**config.mk**
```make
export PLATFORM = sky130hd
export DESIGN_NAME = mips_mem_dumper_flat
export DESIGN_NICKNAME = d
export VERILOG_FILES = /design/src/rtl/mips_dump_pkg.sv /design/src/rtl/mips_mem_dumper_if.sv /design/src/rtl/mips_mem_dumper.sv /design/src/flat_wrapper.sv
export SDC_FILE = /design/constraint.sdc
export NUM_CORES = 1
export LEC_CHECK = 0
export ABC_AREA = 1
export CAP_MARGIN = 0
export CELL_PAD_IN_SITES_DETAIL_PLACEMENT = 0
export CELL_PAD_IN_SITES_GLOBAL_PLACEMENT = 2
export CORE_AREA = 2 2 113 115
export DETAILED_ROUTE_END_ITERATION = 10
export DIE_AREA = 0 0 115 117
export GPL_ROUTABILITY_DRIVEN = 0
export GPL_TIMING_DRIVEN = 0
export HOLD_SLACK_MARGIN = 0.08
export PLACE_DENSITY_LB_ADDON = 0.08
export SYNTH_ARGS = -nofsm -noshare
export SYNTH_HDL_FRONTEND = slang
export SYNTH_SLANG_ARGS = --single-unit
```
**constraint.sdc**
```tcl
create_clock -name clk1 -period 1.8 [get_ports clk1]
set_clock_uncertainty 0.05 [all_clocks]
set_input_delay 0.45 -clock clk1 [delete_from_list [all_inputs] [get_ports clk1]]
set_output_delay 0.45 -clock clk1 [all_outputs]
set_load 0.02 [all_outputs]
```
**src/rtl/mips_dump_pkg.sv**
```systemverilog
// mips_dump_pkg: shared state encoding and default widths for the memory dumper.
// Optional feature macro: MEM_DUMP_CHECKSUM_EN adds the CSUM state.
package mips_dump_pkg;
  localparam int ADDR_W_DEF = 10;
  localparam int DATA_W_DEF = 32;
  typedef enum logic [2:0] {
    S_IDLE,
    S_RD,
    S_WAIT,
    S_SEND,
    S_DONE
`ifdef MEM_DUMP_CHECKSUM_EN
    , S_CSUM
`endif
  } state_e;
endpackage

```
**src/rtl/mips_mem_dumper_if.sv**
```systemverilog
// mips_mem_dumper_if: control, memory read port and output stream of the dumper.
// Optional feature macro: MEM_DUMP_CHECKSUM_EN (no effect on this interface).
interface mips_mem_dumper_if #(
  parameter int ADDR_W = mips_dump_pkg::ADDR_W_DEF,
  parameter int DATA_W = mips_dump_pkg::DATA_W_DEF
);
  logic              halted;
  logic              start;
  logic [ADDR_W-1:0] base_addr;
  logic [ADDR_W:0]   word_count;
  logic              mem_rd_en;
  logic [ADDR_W-1:0] mem_rd_addr;
  logic [DATA_W-1:0] mem_rd_data;
  logic              out_valid;
  logic [DATA_W-1:0] out_data;
  logic              out_last;
  logic              out_ready;
  logic              busy;
  logic              done;
  logic              err;
  modport slave (
    input  halted, start, base_addr, word_count, mem_rd_data, out_ready,
    output mem_rd_en, mem_rd_addr, out_valid, out_data, out_last, busy, done, err
  );
  modport master (
    output halted, start, base_addr, word_count, mem_rd_data, out_ready,
    input  mem_rd_en, mem_rd_addr, out_valid, out_data, out_last, busy, done, err
  );
endinterface

```
**src/rtl/mips_mem_dumper.sv**
```systemverilog
// mips_mem_dumper: streams a block of data memory out while the processor is halted.
// Optional feature macro: MEM_DUMP_CHECKSUM_EN appends an XOR checksum word.
module mips_mem_dumper
  import mips_dump_pkg::*;
#(
  parameter int ADDR_W = ADDR_W_DEF,
  parameter int DATA_W = DATA_W_DEF
) (
  input logic clk1,
  input logic rst,
  mips_mem_dumper_if.slave bus
);
  state_e            state_q, state_d;
  logic [ADDR_W-1:0] addr_q, addr_d;
  logic [ADDR_W:0]   cnt_q, cnt_d;
  logic [DATA_W-1:0] data_q, data_d;
  logic              err_q, err_d;
  logic              accept, hs, last_w;
  assign accept = (state_q == S_IDLE) & bus.start & bus.halted;
  assign hs     = (state_q == S_SEND) & bus.out_ready;
  assign last_w = cnt_q == (ADDR_W+1)'(1);
  always_ff @(posedge clk1) begin
    if (rst) state_q <= S_IDLE;
    else     state_q <= state_d;
  end
  always_comb begin
    state_d = state_q;
    case (state_q)
      S_IDLE: state_d = !(bus.start & bus.halted) ? S_IDLE : (bus.word_count == '0) ? S_DONE : S_RD;
      S_RD:   state_d = bus.halted ? S_WAIT : S_IDLE;
      S_WAIT: state_d = S_SEND;
`ifdef MEM_DUMP_CHECKSUM_EN
      S_SEND: state_d = !hs ? S_SEND : last_w ? S_CSUM : S_RD;
      S_CSUM: state_d = bus.out_ready ? S_DONE : S_CSUM;
`else
      S_SEND: state_d = !hs ? S_SEND : last_w ? S_DONE : S_RD;
`endif
      S_DONE: state_d = S_IDLE;
      default: state_d = S_IDLE;
    endcase
  end
  always_comb begin
    bus.mem_rd_en   = (state_q == S_RD) & bus.halted;
    bus.mem_rd_addr = addr_q;
    bus.out_data    = data_q;
    bus.busy        = state_q != S_IDLE;
    bus.done        = state_q == S_DONE;
    bus.err         = err_q;
`ifdef MEM_DUMP_CHECKSUM_EN
    bus.out_valid   = (state_q == S_SEND) | (state_q == S_CSUM);
    bus.out_last    = state_q == S_CSUM;
`else
    bus.out_valid   = state_q == S_SEND;
    bus.out_last    = (state_q == S_SEND) & last_w;
`endif
  end
  assign addr_d = accept ? bus.base_addr : hs ? addr_q + 1'b1 : addr_q;
  assign cnt_d  = accept ? bus.word_count : hs ? cnt_q - 1'b1 : cnt_q;
  assign err_d  = ((state_q == S_IDLE) & bus.start & !bus.halted) | ((state_q == S_RD) & !bus.halted);
`ifdef MEM_DUMP_CHECKSUM_EN
  logic [DATA_W-1:0] csum_q, csum_d;
  assign csum_d = accept ? '0 : hs ? csum_q ^ data_q : csum_q;
  // the final handshake swaps the checksum into the output register for CSUM
  assign data_d = (state_q == S_WAIT) ? bus.mem_rd_data : (hs & last_w) ? csum_q ^ data_q : data_q;
  always_ff @(posedge clk1) begin
    if (rst) csum_q <= '0;
    else     csum_q <= csum_d;
  end
`else
  assign data_d = (state_q == S_WAIT) ? bus.mem_rd_data : data_q;
`endif
  always_ff @(posedge clk1) begin
    if (rst) begin
      addr_q <= '0;
      cnt_q  <= '0;
      data_q <= '0;
      err_q  <= 1'b0;
    end else begin
      addr_q <= addr_d;
      cnt_q  <= cnt_d;
      data_q <= data_d;
      err_q  <= err_d;
    end
  end
endmodule

```
**src/flat_wrapper.sv**
```systemverilog
// flat-port wrapper written by rule: the top's interface ports become plain ports
module mips_mem_dumper_flat import mips_dump_pkg::*;
#(
  parameter int ADDR_W = ADDR_W_DEF,
  parameter int DATA_W = DATA_W_DEF
)
  (clk1, rst, bus_halted, bus_start, bus_base_addr, bus_word_count, bus_mem_rd_data, bus_out_ready, bus_mem_rd_en, bus_mem_rd_addr, bus_out_valid, bus_out_data, bus_out_last, bus_busy, bus_done, bus_err);
  mips_mem_dumper_if #(.ADDR_W(ADDR_W), .DATA_W(DATA_W)) bus_i ();
  input logic clk1;
  input logic rst;
  input wire logic [$bits(bus_i.halted)-1:0] bus_halted;
  input wire logic [$bits(bus_i.start)-1:0] bus_start;
  input wire logic [$bits(bus_i.base_addr)-1:0] bus_base_addr;
  input wire logic [$bits(bus_i.word_count)-1:0] bus_word_count;
  input wire logic [$bits(bus_i.mem_rd_data)-1:0] bus_mem_rd_data;
  input wire logic [$bits(bus_i.out_ready)-1:0] bus_out_ready;
  output wire logic [$bits(bus_i.mem_rd_en)-1:0] bus_mem_rd_en;
  output wire logic [$bits(bus_i.mem_rd_addr)-1:0] bus_mem_rd_addr;
  output wire logic [$bits(bus_i.out_valid)-1:0] bus_out_valid;
  output wire logic [$bits(bus_i.out_data)-1:0] bus_out_data;
  output wire logic [$bits(bus_i.out_last)-1:0] bus_out_last;
  output wire logic [$bits(bus_i.busy)-1:0] bus_busy;
  output wire logic [$bits(bus_i.done)-1:0] bus_done;
  output wire logic [$bits(bus_i.err)-1:0] bus_err;
  assign bus_i.halted = bus_halted;
  assign bus_i.start = bus_start;
  assign bus_i.base_addr = bus_base_addr;
  assign bus_i.word_count = bus_word_count;
  assign bus_i.mem_rd_data = bus_mem_rd_data;
  assign bus_i.out_ready = bus_out_ready;
  assign bus_mem_rd_en = bus_i.mem_rd_en;
  assign bus_mem_rd_addr = bus_i.mem_rd_addr;
  assign bus_out_valid = bus_i.out_valid;
  assign bus_out_data = bus_i.out_data;
  assign bus_out_last = bus_i.out_last;
  assign bus_busy = bus_i.busy;
  assign bus_done = bus_i.done;
  assign bus_err = bus_i.err;
  mips_mem_dumper #(.ADDR_W(ADDR_W), .DATA_W(DATA_W)) u_core (.clk1(clk1), .rst(rst), .bus(bus_i));
endmodule
```
# [Word-level counts from Yosys, hierarchy flattened]
# Index checks and enable logic that the tools add are counted.
[totals] regBits=57 input_bits=58
[op_classes] n_addsub=2 eq_ne=5 mux=10 bitwise_logic=9 reduce_logical=5
[ops] cell="2-to-1 mux 11 bit" count=2
[ops] cell="2-to-1 mux 10 bit" count=2
[ops] cell="2-to-1 mux 3 bit" count=4
[ops] cell="one-hot mux 3 bit (4 select lines)" count=1
[ops] cell="equality test 11 x 1 -> 1 bit (second input constant)" count=1
[ops] cell="logical NOT 11 bit" count=1
[ops] cell="subtractor 11 x 1 -> 11 bit (second input constant)" count=1
[ops] cell="adder 10 x 1 -> 10 bit (second input constant)" count=1
[ops] cell="bitwise AND 1 bit" count=8
[ops] cell="equality test 3 x 2 -> 1 bit (second input constant)" count=2
[ops] cell="equality test 3 x 1 -> 1 bit (second input constant)" count=1
[ops] cell="equality test 3 bit (second input constant)" count=1
[ops] cell="logical NOT 3 bit" count=1
[ops] cell="nonzero test 3 bit" count=1
[ops] cell="2-to-1 mux 2 bit" count=1
[ops] cell="nonzero test 2 bit" count=1
[ops] cell="logical NOT 1 bit" count=1
[ops] cell="bitwise OR 1 bit" count=1

# [Logic depth before layout (Yosys ltp)]
# Gate-level depths: netlist of the first run.
[logic_depth] depth_word=4 mapped_depth=9 ltp_nobuf=9

# [Least setup slack after synthesis of the first run]
# No wires, ideal clock.
[synth_timing] path_kind="reg2out" startpoint="register u_core.state_q[0]" endpoint="output port bus_out_last" t_arrival_ns=1.480 required_time_ns=1.300 path_slack_ns=-0.180 stages_incl_launch_ff=5 path_buffers=0 path_cell_list="dfxtp_1 -> nand2_2 -> nor2_4 -> inv_1 -> nor4_1"
[synth_between] elab_chain_cells=2
[synth_lines] item="from (decl)" line="mips_mem_dumper.sv:13" text="state_e state_q, state_d;"
[synth_lines] item="from (signal assigned)" line="mips_mem_dumper.sv:24" text="else state_q <= state_d;"
[synth_lines] item="equality test 3 x 2 -> 1 bit"
[synth_lines] item="named net bus_out_valid" line="flat_wrapper.sv:19" text="output wire logic [$bits(bus_i.out_valid)-1:0] bus_out_valid;"
[synth_lines] item="bitwise AND 1 bit" line="mips_mem_dumper.sv:54" text="bus.out_last = (state_q == S_SEND) & last_w;"
[synth_lines] item="to (decl)" line="flat_wrapper.sv:21" text="output wire logic [$bits(bus_i.out_last)-1:0] bus_out_last;"
# The timed path passes the listed nets, and every way through them passes these cells.

# [Worst setup path in the final report of the first run]
[layout_timing] startpoint="register u_core.cnt_q[1]" endpoint="output port bus_out_last"
[layout_between] elab_chain_cells=2
[layout_lines] item="from (decl)" line="mips_mem_dumper.sv:15" text="logic [ADDR_W:0] cnt_q, cnt_d;"
[layout_lines] item="from (signal assigned)" line="mips_mem_dumper.sv:80" text="cnt_q <= cnt_d;"
[layout_lines] item="equality test 11 x 1 -> 1 bit" line="mips_mem_dumper.sv:21" text="assign last_w = cnt_q == (ADDR_W+1)'(1);"
[layout_lines] item="bitwise AND 1 bit" line="mips_mem_dumper.sv:54"
# Every way passes these cells.

==> results by group, run 1 <==
Status
  • Status: finished with violations
  • Failing checks: setup timing

Synthesis
  • Number of enable flip-flop cells after synthesis: 0
  • Synthesized instance count: 400
  • Seq/Total Area, Yosys: 0.4119
  • FFs w/ async S/R, synth: 0
  • Top_reg_cell synth: dfxtp_1
  • Net Count, Synth: 461
  • FF+latch count, synth: 57
  • Netlist cell types: 32
  • YS warnings: 0
  • Post-Syn Area per Cell: 6.925 um2
  • Cell area after synthesis: 0.002770 mm2

Place
  • Port buffer count: 105
  • Post-DP HPWL: 7.021 mm
  • Placed cells: 655

Setup path
  • Required time worst endpoint: 1.30 ns
  • Arrival time at the worst endpoint: 1.37 ns
  • Critical path startpoint category: register
  • RR Endpoint: u_core.state_q[2]
  • FF-to-FF Start: u_core.state_q[0]
  • CP Capture Type: output port
  • Reg2Reg Setup Slack: 0.24 ns
  • Reg2reg path depth: 7
  • Critical path class: register to output port
  • Crit path max fanout: 3

Clock network
  • TritonCTS clock tree: yes
  • Longest Clk Path Bufs: 2
  • Hold_buf cts: 0
  • Worst-Skew Late Latency: 0.33 ns
  • Root Driver: clkbuf_16
  • Clock slew at reported path FFs: 0.05 ns
  • CTS H-tree depth: 3
  • Total CTS buffers: 9
  • Clock sink total: 57

Timing
  • Setup violators final: 1
  • Tmin final: 1.868 ns
  • RSZ-0062 raised after global routing: true
  • Fin. max-slew vios: 0
  • Setup TNS Final: -0.06753 ns
  • Endpoints failing hold: 0
  • Worst Tran Pin Value: 0.5260 ns
  • Tcrit/Tclk final: 1.038
  • Fmax achieved: 535.5 MHz
  • Slew margin rel.: 0.6493
  • Setup ws final: -0.06753 ns

Floorplan
  • Ports: 106
  • Die W: 115 um
  • Die area: 0.01346 mm2
  • Die H: 117 um
  • Core footprint: 0.01231 mm2
  • Row count: 41
  • Initial core utilization: 0.2250

Layout
  • Most frequent cells in the layout: nand2_1 (103), clkdlybuf4s50_1 (62), nand3_1 (58)
  • Layout cell share with drive strength beyond 1: 0.1604
  • Final Non-Filler Cells: 686
  • Area Overhead vs Synth: 63.41%
  • Commonest non-fill, non-tap cell in the layout: nand2_1
  • Total Nets Final: 592
  • # fillers: 1,331
  • Antenna Cells: 0

Drt
  • DRT Pass-1 Iters: 4
  • DRC: 0
  • Initial DRC count: 123
  • Antenna-violating nets left: 0
  • Via Count: 3,035
  • Routed wire length: 9.602 mm
  • Routed length per placed instance: 14.00 um
  • Via-to-Cell Ratio: 4.424

GRT
  • Largest net degree at the start of global routing: 11
  • GRT Resource Usage Total: 0.1498
  • Met2 Use GR: 0.2502
  • Met3 GRT Util: 0.04737
  • Remaining Overflow, GRT: 0
  • Number of global-route vias before repair: 3,041
  • Busiest grt layer: met2
  • First-pass GRT wire length: 15.26 mm
  • Met1 Use GR: 0.1798
  • Initial antenna violation count: 0

Hold path
  • Hold EP: u_core.bus.out_data[2]
  • Tightest Hold Check Type: register to register
  • Hold Startpoint: u_core.bus.out_data[2]
  • Hold Path Depth: 2

Run
  • Max cap viols: 0

Power
  • PwrDens: 813.8 mW/mm2
  • VDD IR max: 380.4 uV
  • Pleak: 2.226 nW
-- critical path: stages, from the launching register on --
cell and delay (ns):
dfxtp_2 0.33, inv_2 0.07, ha_4 0.13, nand3_2 0.09, nor4_2 0.24, buf_4 0.19
-- flip-flops by register name (all words and copies together) (netlist names) --
register,cells
u_core.cnt_q,11
u_core.bus.out_data,32
u_core.state_q,3
u_core.bus.err,1
u_core.bus.mem_rd_addr,10
-- worst max-delay path by stage --
stage | start | endpoint | slack [ns] | cells past startpoint
final | u_core.cnt_q[1] | bus_out_last | -0.07 | 5
after global routing | u_core.cnt_q[6] | bus_out_last | -0.13 | 4
after CTS | u_core.cnt_q[1] | bus_out_last | -0.12 | 5
after detailed placement | bus_halted | bus_mem_rd_en | -0.65 | 4
after global placement | bus_halted | bus_mem_rd_en | -0.61 | 4
after floorplan | u_core.state_q[0] | bus_out_last | 0.03 | 4
-- cells by family after synthesis --
logic type      after synthesis  synth area share
fa+ha+maj                     3           0.01355
compound gates               69            0.1314
buf+inv                      53           0.08672
simple gates                216            0.3500
xor+xnor                      2          0.006325
flops                        57            0.4119
-- routing by layer --
layer  vias to the layer above  part of all wire
li1                       1578                 -
met4                         0             0.016
met2                        79              0.47
met1                      1366              0.44
met5                         -                 0
met3                        12             0.069
-- power by group --
| part | total [mW] | switching [mW] | internal, mW |
|---|---|---|---|
| clock network | 1.75 | 0.642 | 1.10 |
| logic | 0.584 | 0.301 | 0.282 |
| registers | 1.35 | 0.0439 | 1.31 |
-- Yosys cell counts (2+ instances only) --
| library cell | n | area, um2 |
|---|---|---|
| nand2_1 | 104 | 390.4 |
| nand3_2 | 3 | 30.03 |
| inv_1 | 31 | 116.4 |
| nor2_4 | 4 | 45.04 |
| nand4_1 | 2 | 12.51 |
| or2_2 | 3 | 18.77 |
| nand3_1 | 60 | 300.3 |
| xnor2_1 | 2 | 17.52 |
| clkbuf_1 | 8 | 30.03 |
| nor2_1 | 35 | 131.4 |
| o211ai_1 | 2 | 15.01 |
| dfxtp_1 | 57 | 1141 |
| buf_2 | 7 | 35.03 |
| ha_1 | 3 | 37.54 |
| a21oi_1 | 55 | 275.3 |
| o21ai_0 | 7 | 35.03 |
| inv_2 | 2 | 7.510 |
-- area by class of cell --
class / instances / area [um2] / area share
buffer: 18 / 108.9 / 0.02405
clock buffer: 11 / 242.7 / 0.05362
clock inverter: 5 / 55.05 / 0.01216
inverter: 35 / 136.4 / 0.03013
multi-input combinational: 290 / 1456 / 0.3217
sequential: 57 / 1157 / 0.2557
tap: 150 / 187.7 / 0.04146
timing repair buffer: 120 / 1182 / 0.2612
-- what timing repair did --
item	in CTS	in global routing
pin swaps	4	8
resized for setup	59	36
setup buffers	6	9
endpoints found under the setup margin	50	37
-- stage by stage --
step	cell area [um2]	utilization	total power [mW]	setup WS (ns)	hold WS, ns
CTS	4387	0.3563	3.709	-0.1182	0.4135
floorplan	2776	-	1.652	0.03413	0.4060
global placement	4015	0.3261	1.941	-0.6069	0.3976
detailed placement	4015	0.3261	1.940	-0.6491	0.4041
finish	4527	0.3677	3.684	-0.06753	0.4049
global route	4527	0.3677	3.862	-0.1345	0.4271
(Power assumes the default switching activity.)
==> run 2, diff against run 1 <==
Settings changed: CORE_AREA 2 2 113 115 to 4 4 115 117, CTS_BUF_LIST set to sky130_fd_sc_hd__clkbuf_16, DIE_AREA 0 0 115 117 to 0 0 119 121.
==> results by group, run 2 (synthesis gave the netlist of run 1 again) <==
Clock network
  • Total CTS buffers: 9
  • TritonCTS clock tree: yes
  • Root Driver: clkbuf_16
  • Longest Clk Path Bufs: 2
  • Clock slew at reported path FFs: 0.05 ns
  • Clock sink total: 57
  • Hold_buf cts: 0
  • Worst-Skew Late Latency: 0.33 ns
  • CTS H-tree depth: 3

Place
  • Placed cells: 677
  • Post-DP HPWL: 7.123 mm
  • Port buffer count: 105

Layout
  • Commonest non-fill, non-tap cell in the layout: nand2_1
  • Layout cell share with drive strength beyond 1: 0.1279
  • Max FFs per register: 32
  • Final core occ: 0.3589
  • # fillers: 1,366
  • Antenna Cells: 0
  • Total Nets Final: 581
  • Final Non-Filler Cells: 696
  • Most frequent cells in the layout: nand2_1 (103), nand3_1 (58), clkdlybuf4s50_1 (58)
  • Area Overhead vs Synth: 60.16%

Timing
  • Setup ws final: -0.1002 ns
  • Setup violators final: 1
  • Worst Tran Pin Value: 0.5215 ns
  • Endpoints failing hold: 0
  • Slew margin rel.: 0.6523
  • RSZ-0062 raised after global routing: true
  • Tcrit/Tclk final: 1.056
  • Fmax achieved: 526.3 MHz
  • Tmin final: 1.900 ns
  • Fin. max-slew vios: 0

Setup path
  • Critical path class: register to output port
  • Required time worst endpoint: 1.30 ns
  • Crit path max fanout: 5
  • Arrival time at the worst endpoint: 1.40 ns
  • CP max stage delay: 0.33 ns
  • CP Capture Type: output port
  • Worst path slowest cell: dfxtp_1
  • Buf/Inv on CP: 1
  • CP top delay family: simple AND/OR/NAND/NOR gates
  • Critical path startpoint category: register
  • Cell Chain, Critical Path: nor2_2 -> nand2_2 -> nor4_4 -> buf_4

Floorplan
  • Die area: 0.01440 mm2
  • Initial core utilization: 0.2241
  • Ports: 106
  • Row count: 41
  • Die W: 119 um
  • Core footprint: 0.01236 mm2
  • Die H: 121 um

GRT
  • First-pass GRT wire length: 15.84 mm
  • Initial antenna violation count: 0
  • Largest net degree at the start of global routing: 11
  • Number of global-route vias before repair: 3,138
  • Remaining Overflow, GRT: 0
  • GRT Resource Usage Total: 0.1425

Run
  • Max cap viols: 0

Drt
  • DRC: 0
  • DRT Pass-1 Iters: 4
  • Via-to-Cell Ratio: 4.307
  • Initial DRC count: 149
  • Antenna-violating nets left: 0
  • Routed length per placed instance: 13.99 um
  • Via Count: 2,998
  • Routed wire length: 9.734 mm

Power
  • PwrDens: 799.5 mW/mm2
  • VDD IR max: 385.5 uV
  • NetSw: 0.9349 mW
  • Comb power frac: 0.158
  • Internal power: 2.612 mW
  • Flop pwr share: 0.381
  • Net Sw Frac: 0.2636
  • Clock Power Share: 0.461
  • Pleak: 2.233 nW

Status
  • Failing checks: setup timing
  • Status: finished with violations

Hold path
  • Tightest Hold Check Type: register to register
[run 2: what timing repair did]
item | 4_1_cts | 5_1_grt
setup endpoints to repair | 43 | 38
pin swaps | 6 | 1
buffers inserted | 4 | 0
resized for setup | 58 | 32
[run 2: power by group through the flow]
stage / sequential (mW) / clock [mW] / combinational (mW)
global placement: 1.38 / 0 / 0.562
finish: 1.35 / 1.63 / 0.561
floorplan: 1.41 / 0 / 0.239
CTS: 1.35 / 1.69 / 0.572
global route: 1.36 / 1.76 / 0.624
detailed placement: 1.38 / 0 / 0.561
[run 2: layout make-up]
cell class                      instances  area, um2  area share
Multi-Input combinational cell        290       1444      0.3254
Sequential cell                        57       1150      0.2592
Timing Repair Buffer                  109       1106      0.2493
Clock buffer                            9      225.2     0.05076
Tap cell                              172      215.2     0.04851
Inverter                               35      136.4     0.03074
Buffer                                 18      108.9     0.02453
Clock inverter                          6      51.30     0.01156
[run 2: stage by stage]
stage          instance area [um2]  hold WS [ns]  TNS [ns]  total power, mW  worst slack (ns)
6_report                      4437        0.4088   -0.1002            3.547           -0.1002
5_1_grt                       4437        0.4182   -0.1782            3.743           -0.1782
3_3_place_gp                  4043        0.3978    -18.30            1.943           -0.6177
4_1_cts                       4365        0.4109   -0.1120            3.618           -0.1120
3_5_place_dp                  4043        0.4050    -19.04            1.942           -0.6070
2_1_floorplan                 2776        0.4060         0            1.652           0.03413
[run 2: final timing paths]
path,start,end,slack (ns),cells after the start
max,u_core.cnt_q[5],bus_out_last,-0.10,4
min,u_core.bus.out_data[31],u_core.bus.out_data[31],0.41,2
max reg2reg,u_core.state_q[0],u_core.state_q[2],0.18,7
min reg2reg,u_core.bus.out_data[31],u_core.bus.out_data[31],0.41,2
[run 2: metal layers]
metal  wire length [um]  vias up  GRT usage
li1                   -     1550          -
met1               4181     1356     0.1655
met2               4662       82     0.2331
met3                754       10    0.06200
met4                136        0    0.05214
met5                  0        -          0
[run 2: tightest hold or removal path: cells and delay by family (launching register included)]
family / cells / cell delay [ns]
AOI/OAI and AO/OA: 1 / 0.05
DFF: 1 / 0.30
and+or+nand+nor: 1 / 0.06
